## src/rtl/sm_arbiter.sv

```systemverilog
// sm_arbiter: round-robin sharing of one sum-every-3 datapath between
// NREQ sample streams; a tag FIFO routes each returned sum to its owner.
module sm_arbiter #(
    parameter int NREQ = 4,
    parameter int DW   = 8,
    parameter int OW   = 10,
    parameter int TAGQ = 4
) (
    input  logic               clk,
    input  logic               rst,
    input  logic [NREQ-1:0]    req_valid,
    output logic [NREQ-1:0]    req_ready,
    input  logic [NREQ*DW-1:0] req_data,
    output logic               dp_i_dval,
    output logic [DW-1:0]      dp_i,
    input  logic               dp_o_dval,
    input  logic [OW-1:0]      dp_o,
    output logic [NREQ-1:0]    rsp_dval,
    output logic [OW-1:0]      rsp_data,
    output logic               busy,
    output logic               err_orphan
);
    localparam int TW = $clog2(NREQ);
    localparam int PW = (TAGQ > 1) ? $clog2(TAGQ) : 1;
    localparam int CW = $clog2(TAGQ + 1);

    typedef enum logic {IDLE, LOCK} state_t;

    state_t        state_q, state_d;
    logic [TW-1:0] grant_q, grant_d;
    logic [TW-1:0] rr_ptr_q, rr_ptr_d;
    logic [1:0]    cnt_q, cnt_d;
    logic [PW-1:0] wr_ptr_q, wr_ptr_d;
    logic [PW-1:0] rd_ptr_q, rd_ptr_d;
    logic [CW-1:0] occ_q, occ_d;
    logic          dp_i_dval_q, dp_i_dval_d;
    logic [DW-1:0] dp_i_q, dp_i_d;
    logic [NREQ-1:0] rsp_dval_q, rsp_dval_d;
    logic [OW-1:0] rsp_data_q, rsp_data_d;
    logic          err_orphan_q, err_orphan_d;
    logic [TW-1:0] tag_mem [TAGQ];

    logic [TW-1:0] pick;
    logic [TW-1:0] cand;
    logic          found;
    logic          push, pop, accept, full, empty;

    function automatic logic [PW-1:0] ptr_inc(input logic [PW-1:0] p);
        return (p == PW'(TAGQ - 1)) ? '0 : p + PW'(1);
    endfunction

    assign full  = (occ_q == CW'(TAGQ));
    assign empty = (occ_q == '0);
    assign pop   = dp_o_dval && !empty;

    // Round-robin search: first valid requester after rr_ptr, wrapping.
    always_comb begin
        pick  = '0;
        cand  = '0;
        found = 1'b0;
        for (int i = 1; i <= NREQ; i++) begin
            cand = TW'((int'(rr_ptr_q) + i) % NREQ);
            if (!found && req_valid[cand]) begin
                found = 1'b1;
                pick  = cand;
            end
        end
    end

    // Group FSM: grant a requester in IDLE, hold it for 3 accepts in LOCK.
    always_comb begin
        state_d   = state_q;
        grant_d   = grant_q;
        rr_ptr_d  = rr_ptr_q;
        cnt_d     = cnt_q;
        push      = 1'b0;
        accept    = 1'b0;
        req_ready = '0;
        unique case (state_q)
            IDLE: begin
                if (|req_valid && !full) begin
                    grant_d = pick;
                    push    = 1'b1;
                    cnt_d   = 2'd0;
                    state_d = LOCK;
                end
            end
            LOCK: begin
                req_ready[grant_q] = 1'b1;
                if (req_valid[grant_q]) begin
                    accept = 1'b1;
                    cnt_d  = cnt_q + 2'd1;
                    if (cnt_q == 2'd2) begin
                        cnt_d    = 2'd0;
                        rr_ptr_d = grant_q;
                        state_d  = IDLE;
                    end
                end
            end
            default: state_d = IDLE;
        endcase
    end

    // Datapath feed, tag FIFO bookkeeping and result routing.
    always_comb begin
        dp_i_dval_d  = accept;
        dp_i_d       = accept ? req_data[grant_q*DW +: DW] : dp_i_q;
        wr_ptr_d     = push ? ptr_inc(wr_ptr_q) : wr_ptr_q;
        rd_ptr_d     = pop ? ptr_inc(rd_ptr_q) : rd_ptr_q;
        occ_d        = occ_q;
        if (push && !pop) occ_d = occ_q + CW'(1);
        if (pop && !push) occ_d = occ_q - CW'(1);
        rsp_dval_d   = '0;
        rsp_data_d   = rsp_data_q;
        if (pop) begin
            rsp_dval_d = {{(NREQ-1){1'b0}}, 1'b1} << tag_mem[rd_ptr_q];
            rsp_data_d = dp_o;
        end
        err_orphan_d = err_orphan_q | (dp_o_dval & empty);
    end

    // Tag storage; only the pointers need reset to make it empty.
    always_ff @(posedge clk) begin
        if (push) tag_mem[wr_ptr_q] <= grant_d;
    end

    // State registers.
    always_ff @(posedge clk or negedge rst) begin
        if (!rst) begin
            state_q      <= IDLE;
            grant_q      <= '0;
            rr_ptr_q     <= TW'(NREQ - 1);
            cnt_q        <= '0;
            wr_ptr_q     <= '0;
            rd_ptr_q     <= '0;
            occ_q        <= '0;
            dp_i_dval_q  <= 1'b0;
            dp_i_q       <= '0;
            rsp_dval_q   <= '0;
            rsp_data_q   <= '0;
            err_orphan_q <= 1'b0;
        end else begin
            state_q      <= state_d;
            grant_q      <= grant_d;
            rr_ptr_q     <= rr_ptr_d;
            cnt_q        <= cnt_d;
            wr_ptr_q     <= wr_ptr_d;
            rd_ptr_q     <= rd_ptr_d;
            occ_q        <= occ_d;
            dp_i_dval_q  <= dp_i_dval_d;
            dp_i_q       <= dp_i_d;
            rsp_dval_q   <= rsp_dval_d;
            rsp_data_q   <= rsp_data_d;
            err_orphan_q <= err_orphan_d;
        end
    end

    assign dp_i_dval  = dp_i_dval_q;
    assign dp_i       = dp_i_q;
    assign rsp_dval   = rsp_dval_q;
    assign rsp_data   = rsp_data_q;
    assign err_orphan = err_orphan_q;
    assign busy       = (state_q == LOCK) || !empty;

endmodule

```

## config.mk

```make
export PLATFORM = sky130hd
export DESIGN_NAME = sm_arbiter
export DESIGN_NICKNAME = d
export VERILOG_FILES = /design/src/rtl/sm_arbiter.sv
export SDC_FILE = /design/constraint.sdc
export NUM_CORES = 1
export LEC_CHECK = 0
export ABC_AREA = 1
export BUFFER_PORTS_ARGS = -buffer_cell sky130_fd_sc_hd__buf_2
export CELL_PAD_IN_SITES_DETAIL_PLACEMENT = 1
export CELL_PAD_IN_SITES_GLOBAL_PLACEMENT = 1
export CORE_MARGIN = 1
export CORE_UTILIZATION = 39
export DETAILED_ROUTE_END_ITERATION = 7
export PLACE_DENSITY = 0.9
export SYNTH_ARGS = -nofsm -noshare
export SYNTH_HDL_FRONTEND = slang
export SYNTH_SLANG_ARGS = --single-unit
```

## constraint.sdc

```tcl
create_clock -name clk -period 5.4 [get_ports clk]
set_input_delay 1.08 -clock clk [delete_from_list [all_inputs] [get_ports clk]]
set_output_delay 1.08 -clock clk [all_outputs]
set_load 0.02 [all_outputs]
```

* Word-level counts from Yosys, hierarchy flattened *
Memories as Yosys holds them, arrays and structs flattened.
Cells that the tools add are included.

storage, ports and cells
  bits in registers = 38
  memory bits (writable) = 8
  bits of input ports = 49
  output and inout port bits = 29
  word-level logic and storage cells = 100
  memories = 1

operators by class
  $add $sub $neg = 9
  order comparisons = 6
  eq/ne operators = 6
  shift-type cells = 2
  multiplexer cells = 40
  bitwise logic cells = 3
  reduce and logical (&&, ||, !) cells = 21

memories
  memory   words  width  rd ports  clocked after memory_dff  wr ports  line  source
  tag_mem  4      2      1         0                         1         41    logic [TW-1:0] tag_mem [TAGQ];

operators with widths
  operator                                                           number
  variable part select 32 x 6 -> 8 bit                               1
  2-to-1 mux 2 bit                                                   11
  2-to-1 mux 1 bit                                                   17
  less-than comparator 2 x 3 -> 1 bit, second input constant         5
  adder 2 x 1 -> 2 bit, second input constant                        5
  binary-select mux 1 bit (select 2 bit)                             5
  logical AND 1 bit                                                  8
  2-to-1 mux 4 bit                                                   2
  logical NOT 1 bit                                                  7
  equality test 2 bit, second input constant                         3
  2-to-1 mux 3 bit                                                   2
  adder 2 bit, second input constant                                 2
  one-hot mux 2 bit (2 select lines)                                 1
  OR reduction 4 bit                                                 1
  left shift 1 x 2 -> 4 bit, first input constant                    1
  adder 3 x 1 -> 3 bit, second input constant                        1
  equality test 3 bit, second input constant                         1
  logical NOT 3 bit                                                  1
  AND reduction 3 bit                                                1
  subtractor 3 x 1 -> 3 bit, second input constant                   1
  demux 1 bit (select 2 bit)                                         1
  greater-or-equal comparator 2 x 1 -> 1 bit, second input constant  1
  inequality test 2 x 1 -> 1 bit, second input constant              1
  inequality test 2 bit, second input constant                       1
  7 further kinds                                                    7

* Depth between registers and ports, before layout *
Gate-level depths: netlist (run 1).

  depth in word-level cells = 15
  depth in mapped cells = 11
  depth with buffers taken out = 11

* Worst setup path before layout (run 1) *
No wires, ideal clock.

  kind = input -> register
  from = input req_valid[3]
  to = register occ_q[2]
  setup time = 0.124 ns
  arrival time = 2.540 ns
  data required time = 5.276 ns
  path slack = 2.736 ns
  stages = 11
  buffers on the path = 0
  path through = inv_1 -> nand3_1 -> o21ai_1 -> nor2_2 -> inv_2 -> ha_1 -> inv_1 -> fa_1 -> a21oi_1 -> o21ai_0 -> xnor2_1

on the way
  longest elaborated chain between the ends = 7
  elaborated cells between the ends (all ways) = 9
  those cells by class = mux: 3; reduce/logical: 6

RTL lines
  element                                                 line  source
  start, declared                                         11    input logic [NREQ-1:0] req_valid,
  OR reduction 4 bit *                                    81    if (|req_valid && !full) begin
  logical AND 1 bit *                                     81
  2-to-1 mux 1 bit *                                      81
  2-to-1 mux 1 bit *                                      79    unique case (state_q)
  logical NOT 1 bit                                       112   if (pop && !push) occ_d = occ_q - CW'(1);
  logical AND 1 bit                                       112
  2-to-1 mux 3 bit or nonzero test 2 bit (tied branches)  --
  end signal, assigned                                    136   occ_q <= '0;
  end signal, assigned                                    149   occ_q <= occ_d;
  end, declared                                           35    logic [CW-1:0] occ_q, occ_d;

Mark *: on every way between the ends. The rest lies on a longest branch, timed or not.
A chain may end at the register's enable or synchronous reset.

* Worst setup path after layout (run 1) *
  from = register grant_q[0]
  to = output req_ready[0]

on the way
  longest elaborated chain between the ends = 5
  elaborated cells between the ends (all ways) = 6
  those cells by class = order compare: 2; mux: 3; reduce/logical: 1

RTL lines
  element                                                                                                                  line  source
  start, declared                                                                                                          30    logic [TW-1:0] grant_q, grant_d;
  start signal, assigned                                                                                                   144   grant_q <= grant_d;
  less-than comparator 2 x 3 -> 1 bit (implied by the code) or greater-or-equal comparator 2 x 1 -> 1 bit (tied branches)  89    req_ready[grant_q] = 1'b1;
  logical AND 1 bit (implied by the code)                                                                                  89
  2-to-1 mux 1 bit (implied by the code)                                                                                   89
  demux 1 bit (select 2 bit) *                                                                                             89
  2-to-1 mux 4 bit *                                                                                                       79
  end, declared                                                                                                            12    output logic [NREQ-1:0] req_ready,

Marked as above.

==> metrics.log, run 1 <==
[metrics] worst rel slew slack: 44.3%
[metrics] number of global-route vias before repair: 2322
[metrics] number of buffers on the longest clock path: 2
[metrics] routability congestion estimate: 0.787
[metrics] number of endpoints failing setup at the final stage: 0
[metrics] Total Routed Length: 6.17 mm
[metrics] global-route wire length before repair: 10.2 mm
[metrics] number of enable-type register cells in the synthesized netlist: 8
[metrics] post-detailed-route DRC marker count: 0
[metrics] initial antenna violation count: 0
[metrics] via count: 2323
[metrics] area of the placeable core: 5960 sq um
[metrics] Max Transition Viols Final: 0
[metrics] element type at the critical path start: register
[metrics] number of cells in the design after placement: 447
[metrics] routed len/inst: 13.6 um
[metrics] Final #Nets: 435
[metrics] largest net degree at the start of global routing: 39
[metrics] Area after DPL: 2850 sq um
[metrics] # Post-CTS Setup Buffers: 0
[metrics] unrepaired setup endpoints after global routing: false
[metrics] area of the mapped netlist: 2420 sq um
[metrics] Gates resized, CTS repair: 0
[metrics] CTS clk-pin slew, worst paths: 0.10 ns
[metrics] number of DRC markers in iteration 0: 37
[metrics] proportion of synthesized chip area in sequential cells: 49.3%
[metrics] TritonRoute pass-1 iters: 4
[metrics] worst path required time: 4.32 ns
[metrics] count of unique library cells instantiated by Yosys: 33
[metrics] clock root cell: sky130_fd_sc_hd__clkbuf_8
[metrics] number of warnings printed during yosys synthesis: 0
[metrics] port buffer count: 77
[metrics] DP HPWL: 4.72 mm
[metrics] residual antenna-violating net count after detailed routing: 0
[metrics] clk_skew: 0.00810 ns
[metrics] die outline area: 6530 sq um
[metrics] share of cells above drive strength 1: 26.6%
[metrics] total of flip-flops plus latches after synthesis: 46
[metrics] FMAX: 351 MHz
[metrics] crit end category: output port
[metrics] proportion of register bits with asynchronous set or reset after synthesis: 82.6%
[metrics] power density over the cells: 578 nW/um^2
[metrics] global router's overall resource usage: 20.3%
[metrics] io pins: 78
[metrics] CP max FO: 20
[metrics] VDD IR max: 242 uV
[metrics] Syn Nets: 360
[metrics] Final period util: 52.7%
[metrics] clock insertion delay at the later pin of the skew report: 0.30 ns
[metrics] post-route cell area: 2940 sq um
[metrics] Placement Rows: 28
[metrics] min-delay worst type: reg2reg
[metrics] post-layout minimum cycle time: 2.85 ns
[metrics] Area Growth Syn to Fin: 21.4%
[metrics] average cell area after synthesis: 7.97 sq um
[metrics] Worst Tran Pin Value: 0.836 ns
[metrics] Setup TNS: 0 ns
[metrics] Gate Count Post-Synth: 304
[metrics] Critical Setup Path Class: reg2out
[metrics] status: complete, no violations
[metrics] per-cell via count in the routed design: 5.11
[metrics] die outline width: 80.8 um
[metrics] total of hold buffers inserted after clock tree synthesis: 0
[metrics] total congestion overflow after global routing: 0
[metrics] CTS tree: built
[metrics] LEAKAGE: 1.54 nW
[metrics] ys flop type: sky130_fd_sc_hd__dfrtp_1
[metrics] die boundary height: 80.8 um
[metrics] TritonCTS buffer count: 5
[metrics] ant diodes: 0
[metrics] data arrival time of the worst path: 1.77 ns
[metrics] Max-cap violations: 0
[metrics] initial standard-cell utilization of the core: 40.7%
[metrics] Fin. Hold Viols: 0
[metrics] number of H-tree levels: 2
[metrics] CTS Sinks: 46
[metrics] post-layout instance count excluding filler cells: 455
[metrics] Post-Route Hold Slack: 0.480 ns
[cell families (layout without fill, tap and decap cells)]
logic type / Yosys count / in the layout / synth area share, %
compound gates: 21 / 21 / 5.17
xor+xnor: 2 / 2 / 0.723
fa+ha+maj: 7 / 7 / 3.93
buf+inv: 38 / 114 / 6.82
flops: 46 / 46 / 49.3
simple gates: 190 / 190 / 34.1
[metrics by stage]
| step | setup WS (ns) | total power (W) | utilization, % |
|---|---|---|---|
| floorplan | 2.74 | 0.00125 | - |
| global placement | 2.46 | 0.00145 | 47.8 |
| detailed placement | 2.39 | 0.00149 | 47.8 |
| CTS | 2.54 | 0.00172 | 49.4 |
| global route | 2.41 | 0.00186 | 49.4 |
| finish | 2.55 | 0.00170 | 49.4 |
[flip-flops by register name, summed over array words and instances, names as in the netlist]
register,count
grant_q,2
dp_i,8
occ_q,3
rsp_dval,4
rr_ptr_q,2
err_orphan,1
tag_mem,8
wr_ptr_q,2
cnt_q,2
rsp_data,10
state_q,1
rd_ptr_q,2
dp_i_dval,1
[power by group]
group	switching [W]	internal, W
combinational	0.000568	0.000286
clock	0.000128	0.0000936
sequential	0.000126	0.000499
total	0.000822	0.000878
[synth_stat cells, drive strengths merged, types with 3 or more instances]
cell type,n,area (sq um)
o21ai,12,63.8
buf,5,38.8
nand3,39,205
clkbuf,4,15.0
nand4,10,62.6
dfrtp,36,901
nor3,3,15.0
ha,6,75.1
inv,28,108
nor2,20,85.1
nand2,116,443
edfxtp,8,240
[final timing paths]
check	start	to	slack [ns]	depth (start not counted)
worst max-delay path	grant_q[0]	req_ready[0]	2.55	4
worst min-delay path	rsp_data[6]	rsp_data[6]	0.48	2
worst max register to register	occ_q[2]	occ_q[2]	3.14	8
worst min register to register	rsp_data[6]	rsp_data[6]	0.48	2
max in group asynchronous	rst	state_q	4.00	1
min in group asynchronous	rst	wr_ptr_q[1]	0.87	1
[per-layer routing]
layer | wire (um) | vias to the layer above | global-route usage [%]
met1 | 2660 | 1120 | 23.1
li1 | - | 1127 | -
met2 | 3140 | 65 | 37.7
met5 | 0 | - | 0
met4 | 99 | 0 | 6.25
met3 | 274 | 11 | 4.38
[worst max-delay path, cell delays in order, from the launching register on]
cell and delay [ns]:
sky130_fd_sc_hd__dfrtp_1 0.64, sky130_fd_sc_hd__nor2_2 0.44, sky130_fd_sc_hd__inv_1 0.11, sky130_fd_sc_hd__nor2_1 0.10
sky130_fd_sc_hd__buf_2 0.17
[final cells by class]
cell class | instances | area, sq um
clock buffers | 5 | 68.8
well taps | 75 | 93.8
multi-input cells | 220 | 1060
repair buffers | 77 | 385
clock inverters | 3 | 25.0
inverters | 29 | 111
flip-flops and latches | 46 | 1190
fillers | 789 | 3010
[cells in the final DEF, fill, tap and decap left out, drive strengths merged, types with 2 or more instances in the layout]
cell type  count
dfrtp         36
buf           77
nand2        116
inv           29
nor2          20
nand4         10
dfstp          2
o22ai          2
a21oi          2
clkinv         2
ha             6
o21ai         12
o21a           2
xnor2          2
nand3         39
edfxtp         8
nor3           3
clkbuf         5
Note: power is estimated with default switching activity, not from simulation.
==> inputs of run 2 (changes only) <==
Settings changed: CORE_UTILIZATION 39 to 36, PLACE_DENSITY 0.9 to 0.84.
Clock period 5.4 ns to 2.9 ns, I/O delays scaled along.
==> run 2 against run 1 <==
The flow now finishes with violations (design-rule violations). Via count decreased by 2.1%. Sequential share of layout area about the same. Total power increased by 85%. Clock skew increased by 0.0017 ns. First-iteration DRC count increased by 22%. Worst setup slack got worse by 2.1 ns. Die area increased by 8.1%. Hold slack got worse by 0.10 ns. Global-route usage decreased by 1.3 points. Count of clock-buffer cells in the layout increased by 1. Cell area about the same. Utilization decreased by 3.6 points. Critical path type unchanged.
==> metrics.log, run 2 (synthesis gave the netlist of run 1 again) <==
[metrics] per-cell via count in the routed design: 4.97 (was 5.11)
[metrics] failing checks: design-rule violations
[metrics] Max-cap violations: 0 (unchanged)
[metrics] Worst path top cell family by delay: flip-flops (unchanged)
[metrics] Pint: 0.00164 W (was 0.000878 W)
[metrics] element type at the critical path start: register (unchanged)
[metrics] global-route wire length before repair: 10.7 mm (was 10.2 mm)
[metrics] routability congestion estimate: 0.813 (was 0.787)
[metrics] commonest non-fill, non-tap cell in the layout: sky130_fd_sc_hd__nand2_1 (unchanged)
[metrics] io pins: 78 (unchanged)
[metrics] port buffer count: 77 (unchanged)
[metrics] worst rel slew slack: 42.8% (was 44.3%)
[metrics] Setup TNS: 0 ns (unchanged)
[metrics] clk_skew: 0.00985 ns (was 0.00810 ns)
[metrics] part of the power in the clock network: 12.2% (was 13.0%)
[metrics] global router's overall resource usage: 19.0% (was 20.3%)
[metrics] Fin. Hold Viols: 0 (unchanged)
[metrics] Total Routed Length: 6.14 mm (was 6.17 mm)
[metrics] ant diodes: 0 (unchanged)
[metrics] Final #Nets: 436 (was 435)
[metrics] die outline width: 84.0 um (was 80.8 um)
[metrics] total congestion overflow after global routing: 0 (unchanged)
[metrics] number of buffers on the longest clock path: 2 (unchanged)
[metrics] NetSw: 0.00150 W (was 0.000822 W)
[metrics] status: finished with violations (was complete, no violations)
[metrics] Placement Rows: 29 (was 28)
[metrics] data arrival time of the worst path: 1.83 ns (was 1.77 ns)
[metrics] Area Growth Syn to Fin: 21.5% (was 21.4%)
[metrics] via count: 2275 (was 2323)
[metrics] worst path required time: 2.32 ns (was 4.32 ns)
[metrics] critical path's slowest cell: sky130_fd_sc_hd__dfrtp_1 (unchanged)
[metrics] TritonRoute pass-1 iters: 6 (was 4)
[metrics] post-route cell area: 2940 sq um (about the same)
[metrics] Max Transition Viols Final: 0 (unchanged)
[metrics] number of DRC markers in iteration 0: 45 (was 37)
[metrics] Area after DPL: 2860 sq um (was 2850 sq um)
[metrics] min-delay worst type: in2async (was reg2reg)
[metrics] number of endpoints failing setup at the final stage: 0 (unchanged)
[metrics] CTS Sinks: 46 (unchanged)
[metrics] largest net degree at the start of global routing: 39 (unchanged)
[metrics] part of the power in combinational logic: 50.6% (was 50.2%)
[metrics] clock insertion delay at the later pin of the skew report: 0.30 ns (about the same)
[metrics] VDD IR max: 568 uV (was 242 uV)
[metrics] initial antenna violation count: 0 (unchanged)
[metrics] die boundary height: 84.0 um (was 80.8 um)
[metrics] initial standard-cell utilization of the core: 37.7% (was 40.7%)
[metrics] residual antenna-violating net count after detailed routing: 0 (unchanged)
[metrics] area of the placeable core: 6420 sq um (was 5960 sq um)
[metrics] sequence of cells on the critical path: nor2_2 -> inv_1 -> nor2_1 -> buf_2 (unchanged)
[metrics] unrepaired setup endpoints after global routing: false (unchanged)
[metrics] LEAKAGE: 1.55 nW (was 1.54 nW)
[metrics] CP max FO: 20 (unchanged)
[metrics] post-layout minimum cycle time: 2.41 ns
[metrics] FMAX: 416 MHz
[metrics] slowest stage delay, CP: 0.63 ns (was 0.64 ns)
[metrics] Gates resized, CTS repair: 0 (unchanged)
[metrics] most frequent cells in the layout: sky130_fd_sc_hd__nand2_1 (115), sky130_fd_sc_hd__buf_2 (77), sky130_fd_sc_hd__nand3_1 (37) (unchanged)
[metrics] Critical Setup Path Class: reg2out (unchanged)
[metrics] Filler Cell Count: 834 (was 789)
[metrics] sequential power share: 37.2% (was 36.7%)
[metrics] Final period util: 83.0%
[metrics] Worst Tran Pin Value: 0.858 ns (was 0.836 ns)
[metrics] power density over the cells: 1070 nW/um^2 (was 578 nW/um^2)
[metrics] TritonCTS buffer count: 5 (unchanged)
[metrics] total of hold buffers inserted after clock tree synthesis: 0 (unchanged)
[metrics] CTS tree: built (unchanged)
[metrics] number of H-tree levels: 2 (unchanged)
[metrics] max reg flops: 10 (unchanged)
[metrics] CTS clk-pin slew, worst paths: 0.09 ns (was 0.10 ns)
[metrics] DP HPWL: 4.68 mm (was 4.72 mm)
[metrics] Crit path buffers/inverters: 2 (unchanged)
[metrics] number of global-route vias before repair: 2342 (was 2322)
[metrics] post-detailed-route DRC marker count: 8 (was 0)
[metrics] share of cells above drive strength 1: 26.5% (was 26.6%)
[metrics] die outline area: 7060 sq um (was 6530 sq um)
[metrics] routed len/inst: 13.4 um (was 13.6 um)
[metrics] # Post-CTS Setup Buffers: 0 (unchanged)
[metrics] crit end category: output port (unchanged)
[metrics] switching fraction of total power: 47.8% (was 48.3%)
[metrics] clock root cell: sky130_fd_sc_hd__clkbuf_8 (unchanged)
-- run 2: power by group through the flow --
stage / registers [W] / clock network (W) / logic [W]
2_1_floorplan: 0.00124 / 0 / 0.00108
3_3_place_gp: 0.00117 / 0 / 0.00155
3_5_place_dp: 0.00118 / 0 / 0.00161
4_1_cts: 0.00117 / 0.000398 / 0.00162
5_1_grt: 0.00121 / 0.000425 / 0.00182
6_report: 0.00117 / 0.000384 / 0.00159
-- run 2: cell type report --
type / count / area, sq um / share of cell area, %
multi-input combinational: 220 / 1060 / 36.1
timing repair buffer: 78 / 393 / 13.3
clock inverter: 2 / 13.8 / 0.467
tap: 77 / 96.3 / 3.27
sequential: 46 / 1190 / 40.5
clock buffer: 6 / 72.6 / 2.46
inverter: 29 / 111 / 3.78
-- run 2: final timing paths --
kind                             from      endpoint  slack, ns  depth (start not counted)
min in group clk           err_orphan    err_orphan       0.47                          1
min                               rst   wr_ptr_q[0]       0.38                          1
max in group asynchronous         rst    grant_q[0]       1.98                          1
max                        grant_q[0]  req_ready[0]       0.49                          4
min reg2reg                err_orphan    err_orphan       0.47                          1
max reg2reg                  occ_q[0]      occ_q[2]       0.67                         11
-- run 2: layer usage --
metal,vias to the layer above,global-route usage [%],share of wire (%)
met2,63,33.8,51
met5,-,0,0
met1,1074,23.4,43
li1,1130,-,-
met3,8,4.15,4.9
met4,0,5.02,1.1
-- run 2: worst reg2reg max path, delay by kind of cell (launching register included) --
kind,cells,cell delay [ns]
compound gates,3,0.43
xor+xnor,1,0.14
fa+ha+maj,2,0.55
buf+inv,3,0.35
flops,1,0.41
simple gates,2,0.24
-- run 2: through the flow --
| step | power [W] | cells | util [%] | hold WS, ns | worst slack [ns] |
|---|---|---|---|---|---|
| floorplan | 0.00232 | 304 | - | 0.284 | 0.736 |
| finish | 0.00314 | 458 | 45.8 | 0.379 | 0.494 |
| global route | 0.00345 | 458 | 45.8 | 0.450 | 0.334 |
| CTS | 0.00318 | 458 | 45.8 | 0.405 | 0.467 |
| detailed placement | 0.00279 | 450 | 44.5 | 0.462 | 0.408 |
| global placement | 0.00271 | 450 | 44.5 | 0.439 | 0.496 |
